==> src/rtl/divider.sv <==
// divider: multicycle 32-bit integer divider for the MIPS execute stage.
// Runs DIV/DIVU as a radix-2 restoring divider, one quotient bit per cycle, and
// produces the {HI, LO} = {remainder, quotient} pair. It also raises the
// divider stall towards the hazard unit while iterating.
//
// Ports:
//   clk        in   1   core clock, rising edge
//   rst        in   1   synchronous active-high reset
//   a          in  32   dividend (forwarded rs)
//   b          in  32   divisor (forwarded rt)
//   signed_div in   1   1 = DIV (two's complement), 0 = DIVU
//   start      in   1   level: a divide instruction occupies E
//   annul      in   1   flush of E, aborts any operation
//   hold       in   1   non-divider stall, E cannot advance
//   div_stall  out  1   stall request to the hazard unit (div_stallE)
//   ready      out  1   result valid for the instruction in E
//   result     out 64   {remainder (HI), quotient (LO)}
module divider (
    input  logic        clk,
    input  logic        rst,
    input  logic [31:0] a,
    input  logic [31:0] b,
    input  logic        signed_div,
    input  logic        start,
    input  logic        annul,
    input  logic        hold,
    output logic        div_stall,
    output logic        ready,
    output logic [63:0] result
);

    typedef enum logic [1:0] {StIdle, StBusy, StDone} divState_t;

    divState_t   stateQ, stateD;
    logic [5:0]  cntQ, cntD;
    logic [31:0] remQ, remD;
    // Holds the dividend at the start; quotient bits shift in from the right.
    logic [31:0] dvdQ, dvdD;
    logic [31:0] divisorQ, divisorD;
    logic        signQuoQ, signQuoD;
    logic        signRemQ, signRemD;

    logic [31:0] absA, absB;
    logic [32:0] remShift;
    logic [32:0] trial;
    logic        qBit;
    logic [31:0] quoFinal, remFinal;

    // Operand magnitudes; -0x80000000 wraps to itself, which is the correct
    // unsigned magnitude.
    assign absA = (signed_div && a[31]) ? (~a + 32'd1) : a;
    assign absB = (signed_div && b[31]) ? (~b + 32'd1) : b;

    // One restoring step. Since rem < divisor is invariant, the shifted
    // remainder fits 33 bits and trial[32] is a clean borrow/sign bit.
    assign remShift = {remQ, dvdQ[31]};
    assign trial    = remShift - {1'b0, divisorQ};
    assign qBit     = ~trial[32];

    always_comb begin
        stateD   = stateQ;
        cntD     = cntQ;
        remD     = remQ;
        dvdD     = dvdQ;
        divisorD = divisorQ;
        signQuoD = signQuoQ;
        signRemD = signRemQ;

        unique case (stateQ)
            StIdle: begin
                if (start && !annul) begin
                    dvdD     = absA;
                    divisorD = absB;
                    signQuoD = signed_div & (a[31] ^ b[31]);
                    signRemD = signed_div & a[31];
                    remD     = 32'd0;
                    cntD     = 6'd0;
                    stateD   = StBusy;
                end
            end
            StBusy: begin
                remD = qBit ? trial[31:0] : remShift[31:0];
                dvdD = {dvdQ[30:0], qBit};
                cntD = cntQ + 6'd1;
                if (cntQ == 6'd31) begin
                    stateD = StDone;
                end
            end
            StDone: begin
                if (!hold) begin
                    stateD = StIdle;
                end
            end
            default: stateD = StIdle;
        endcase

        // A flush of E outranks start and hold in every state.
        if (annul) begin
            stateD = StIdle;
        end
    end

    always_ff @(posedge clk) begin
        if (rst) begin
            stateQ   <= StIdle;
            cntQ     <= 6'd0;
            remQ     <= 32'd0;
            dvdQ     <= 32'd0;
            divisorQ <= 32'd0;
            signQuoQ <= 1'b0;
            signRemQ <= 1'b0;
        end else begin
            stateQ   <= stateD;
            cntQ     <= cntD;
            remQ     <= remD;
            dvdQ     <= dvdD;
            divisorQ <= divisorD;
            signQuoQ <= signQuoD;
            signRemQ <= signRemD;
        end
    end

    // Sign correction is applied combinationally while in DONE.
    assign quoFinal = signQuoQ ? (~dvdQ + 32'd1) : dvdQ;
    assign remFinal = signRemQ ? (~remQ + 32'd1) : remQ;

    assign ready     = (stateQ == StDone);
    assign result    = ready ? {remFinal, quoFinal} : 64'd0;
    assign div_stall = ((stateQ == StIdle) && start && !annul) || (stateQ == StBusy);

endmodule

==> config.mk <==
export PLATFORM = sky130hd
export DESIGN_NAME = divider
export DESIGN_NICKNAME = d
export VERILOG_FILES = /design/src/rtl/divider.sv
export SDC_FILE = /design/constraint.sdc
export NUM_CORES = 1
export LEC_CHECK = 0
export CORE_UTILIZATION = 35
export DETAILED_ROUTE_END_ITERATION = 12
export SYNTH_ARGS = -nofsm -noshare
export SYNTH_HDL_FRONTEND = slang
export SYNTH_SLANG_ARGS = --single-unit
==> constraint.sdc <==
create_clock -name clk -period 9.7 [get_ports clk]
set_input_delay 2.91 -clock clk [delete_from_list [all_inputs] [get_ports clk]]
set_output_delay 2.91 -clock clk [all_outputs]
set_load 0.01 [all_outputs]
* Word-level counts from Yosys, hierarchy flattened
Index checks and enable logic that the tools add are counted.
Storage, ports and cells: word-level logic and storage cells 56, bits of input ports 70, output and inout bits 66, register bits after elaboration 106
Cells by class: equal/unequal tests 6, add/sub/neg operators 6, muxes and demuxes 16, reduce and logical (&&, ||, !) cells 13, bitwise logic cells 8
Operators with widths (count):
- $mux W32 | 7
- $add A32 B1 Y32 const B | 4
- $not A32 Y32 | 4
- $pmux W32 S2 | 2
- $mux W64 | 1
- $sub A33 B32 Y33 | 1
- $pmux W6 S2 | 1
- $add A6 B1 Y6 const B | 1
- $eq A6 B5 Y1 const B | 1
- $mux W2 | 3
- $mux W6 | 1
- $ne A2 B2 Y1 const B | 3
- $pmux W2 S3 | 1
- $logic_and A1 B1 Y1 | 5
- $reduce_and A2 Y1 | 2
- $reduce_and A3 Y1 | 1
- $and A1 B1 Y1 | 2
- $eq A2 B1 Y1 const B | 1
- $eq A2 B2 Y1 const B | 1
- $logic_not A2 Y1 | 1
- $reduce_bool A2 Y1 | 1
- $reduce_or A2 Y1 | 1
- $logic_not A1 Y1 | 1
- $logic_or A1 B1 Y1 | 1
- 2 further kinds | 2

* Depth between registers and ports, before layout
depth after elaboration 5, depth in mapped cells 14, mapped depth without buffers 13

* Worst setup path after synthesis
No wires, ideal clock.
path type input to output, from input port annul, to output port div_stall, path buffers 0, path slack 3.003 ns, data arrival time 3.787 ns, required time 6.790 ns, stages on the path 3, path through nor4b_1 nor2_1 inv_1
On the way: word-level cells in the longest chain between the ends 3
Ends and longest elaborated chain:
- start: declaration | RTL line 25 | input logic annul,
- $logic_not A1 Y1 | RTL line 129 | assign div_stall = ((stateQ == StIdle) && start && !annul) || (stateQ == StBusy);
- $logic_and A1 B1 Y1 | RTL line 129
- $logic_or A1 B1 Y1 | RTL line 129
- end: declaration | RTL line 27 | output logic div_stall,
Every way passes these cells.

* Worst setup path in the final report
Same ends and word-level chain as after synthesis.

==> results by group <==
Floorplanning
  • Die Area: around 25,000 sq um
  • Initial Util: 35.7%
  • Die Ht: roughly 160 um
  • I/O pins: about 140
  • Core ar.: 24,300 sq um
  • Die W: 160 um
  • # rows: between 50 and 60

CTS
  • H-tree depth: 3
  • Clock Tree Buf Depth: 2
  • Post-CTS Resized: 0
  • Latest clock arrival within the worst-skew pair: between 0.3 and 0.4 ns
  • Setup Buffers After CTS: 0
  • Root buf cell: clkbuf_16
  • Post-CTS Hold Fix Bufs: 0
  • Clock sinks: about 110
  • Clock buffer count from CTS: 9
  • Worst-path clk slew: around 0.07 ns
  • CTS tree: done

Timing
  • Worst relative slew slack: a little over a third
  • Worst Setup Slack, final: between 2 and 2.5 ns
  • Worst slew pin tran: 0.955 ns
  • WHS: 0.451 ns
  • Max Clk Rate: ~140 MHz
  • TNS Setup: 0 ns
  • Max-slew violations: 0
  • Final setup skew: between 0.007 and 0.008 ns
  • Final setup violation count: 0
  • Tcrit/Tclk final: 75.3%
  • Final hold vios: 0
  • Final Critical Period: 7.31 ns
  • RSZ-0062 raised after global routing: no

GRT
  • Largest net degree at the start of global routing: between 90 and 100
  • Congestion Overflow GR: 0
  • Vias in the first global route: between 7,000 and 8,000
  • Overall Global Routing Usage: about a fifth
  • Initial antenna violation count: 0
  • Wire length of the first global-routing pass: between 30,000 and 40,000 um

Routing
  • 1st-iter DRT viols: 477
  • DRT Wirelength: approximately 25,000 um
  • ANT nets after route: 0
  • Via count: between 8,000 and 9,000
  • DRT Pass-1 Iters: 5
  • DR WL/cell: between 15 and 20 um
  • DRC Markers: 0
  • Avg Vias per Cell: between 5 and 6

Logic synthesis
  • Synthesized area per cell: ~7.3 sq um
  • Ys async rst share: 0%
  • Register area share after synthesis: 24.4%
  • Synth top area share: about 24%
  • Post-synth EDFFs: 0
  • Mapped Cells: 1,190
  • Synth warnings: 0
  • Synthesized flop and latch total: roughly 110
  • Post-Syn Area: between 8000 and 9000 sq um
  • Distinct cells, synth: ~70
  • Synth top area cells: dfxtp_1, xor2_1, nor2_1
  • Prevailing post-synth register cell: dfxtp_1
  • Dominant cell type by area after synthesis: dfxtp_1
  • Mapped Nets: ~1,300

Layout
  • Multi-input gate area: a little over 6000 sq um
  • Share of post-route cells with drive strength above 1: under 10%
  • Antenna cells: 0
  • Fill count: 2,475
  • Non-Filler Instances: between 1,500 and 2,000
  • Commonest non-fill, non-tap cells in the layout: nor2_1, nand2_1, clkdlybuf4s50_1, dfxtp_1, a21oi_1
  • Area taken by flip-flops and latches: between 2000 and 2500 sq um
  • Final net count: between 1,000 and 1,500
  • Final Util: between 40 and 50%
  • Most common cell after layout, fill and taps aside: nor2_1
  • Area grow syn2layout: 22.6%

Critical path
  • Crit path from: annul
  • CP max FO: 4
  • Crit start category: input pin
  • Worst Reg-to-Reg Cells: 14
  • Setup crit end: div_stall
  • Crit-path max cell delay: around 0.54 ns
  • Worst Path Class, Setup: input pin to primary output
  • Req. time, crit path: around 6.8 ns
  • Slowest cell on crit path: clkdlybuf4s50_1
  • CP most frequent cell: clkdlybuf4s50_1
  • Crit path arrival time: 4.40 ns
  • RR Endpoint: remQ[25]
  • Critical Path Sink Type: primary output
  • R2R setup slack: approximately 5.7 ns
  • Crit-path cells: clkdlybuf4s50_1 -> nor4b_2 -> nor2_2 -> inv_1 -> clkdlybuf4s50_1
  • R2r startpoint: dvdQ[31]

Placed design
  • Port Buf Inserts: about 140
  • Inst Count DP: between 1,500 and 2,000
  • Global placer's final weighted congestion: between 0.8 and 0.9
  • Worst slack at placement: between 2 and 2.5 ns
  • Hpwl dp: 18,300 um

Power and ir drop
  • Worst vdd ir: roughly 0.000072 V
  • Leak Pwr: a little under 4 nW
  • PwrDens: around 110 nW/um^2

Min path
  • Hold WC Path Type: flip-flop to flip-flop

Status
  • Status: complete, no violations

Flow run
  • Max-cap violations: 0
[metrics by stage]
step	cell area, sq um	power, mW
floorplan	8690	0.663
global placement	10300	0.753
detailed placement	10300	0.756
CTS	10700	1.22
global route	10700	1.27
finish	10700	1.21
[Yosys cell counts, types with 7 or more instances]
master    count
clkbuf_1     57
o31ai_1      24
ha_1         37
and3_1        7
xor2_1       90
a21oi_1     105
nand3_1      18
a211oi_1     27
a22o_1        8
nor2_1      168
nand2_1     135
or3_1        18
o41ai_1      13
inv_1        48
nand2b_1     11
a21o_1       18
nor2b_1       9
a22oi_1      26
nor3_1       21
xnor2_1      48
dfxtp_1     106
or4_1         9
o21ai_0      68
[power breakdown]
group / internal, mW / leakage, nW / switching, mW
sequential: 0.453 / 0.863 / 0.0186
combinational: 0.118 / 2.89 / 0.157
clock: 0.287 / 0.179 / 0.179
total: 0.857 / 3.93 / 0.354
[sequential cells by signal, summed over array words and instances, names as in the netlist]
name and count:
divisorQ 32, dvdQ 32, stateQ 2, signQuoQ 1, cntQ 6, remQ 32
signRemQ 1
[routing by layer]
metal	GRT usage [%]	vias to the layer above	wire length [um]
li1	-	4392	-
met1	26.9	3871	12200
met2	29.8	189	10900
met3	2.89	22	1140
met4	4.90	0	300
met5	0	-	0
[worst min path at each step]
| stage | start | depth (start not counted) | slack, ns | end |
|---|---|---|---|---|
| floorplan | divisorQ[22] | 2 | 0.43 | divisorQ[22] |
| global placement | divisorQ[22] | 2 | 0.44 | divisorQ[22] |
| detailed placement | divisorQ[26] | 2 | 0.45 | divisorQ[26] |
| CTS | divisorQ[26] | 2 | 0.46 | divisorQ[26] |
| global route | divisorQ[26] | 2 | 0.47 | divisorQ[26] |
| finish | divisorQ[26] | 2 | 0.45 | divisorQ[26] |
[area by class of cell]
| class | count | area share (%) |
|---|---|---|
| tap | 324 | 3.80 |
| clock inverter | 6 | 1.28 |
| multi-input combinational | 968 | 57.7 |
| clock buffer | 10 | 2.24 |
| timing repair buffer | 145 | 13.3 |
| sequential | 106 | 19.9 |
| inverter | 48 | 1.69 |
[critical path, delay by kind of cell]
kind | cells | cell delay (ns)
buffers and inverters | 3 | 1.11
and+or+nand+nor | 2 | 0.37
[logic make-up after synthesis]
group | after synthesis | synth area share, %
DFF | 106 | 24.4
adders and majority gates | 38 | 5.56
muxes | 7 | 0.849
xor gates and xnor gates | 139 | 14.1
and+or+nand+nor | 438 | 23.5
AOI/OAI and AO/OA | 346 | 26.5
buffers and inverters | 116 | 5.10
No activity file was read; power rests on OpenSTA's default activity.
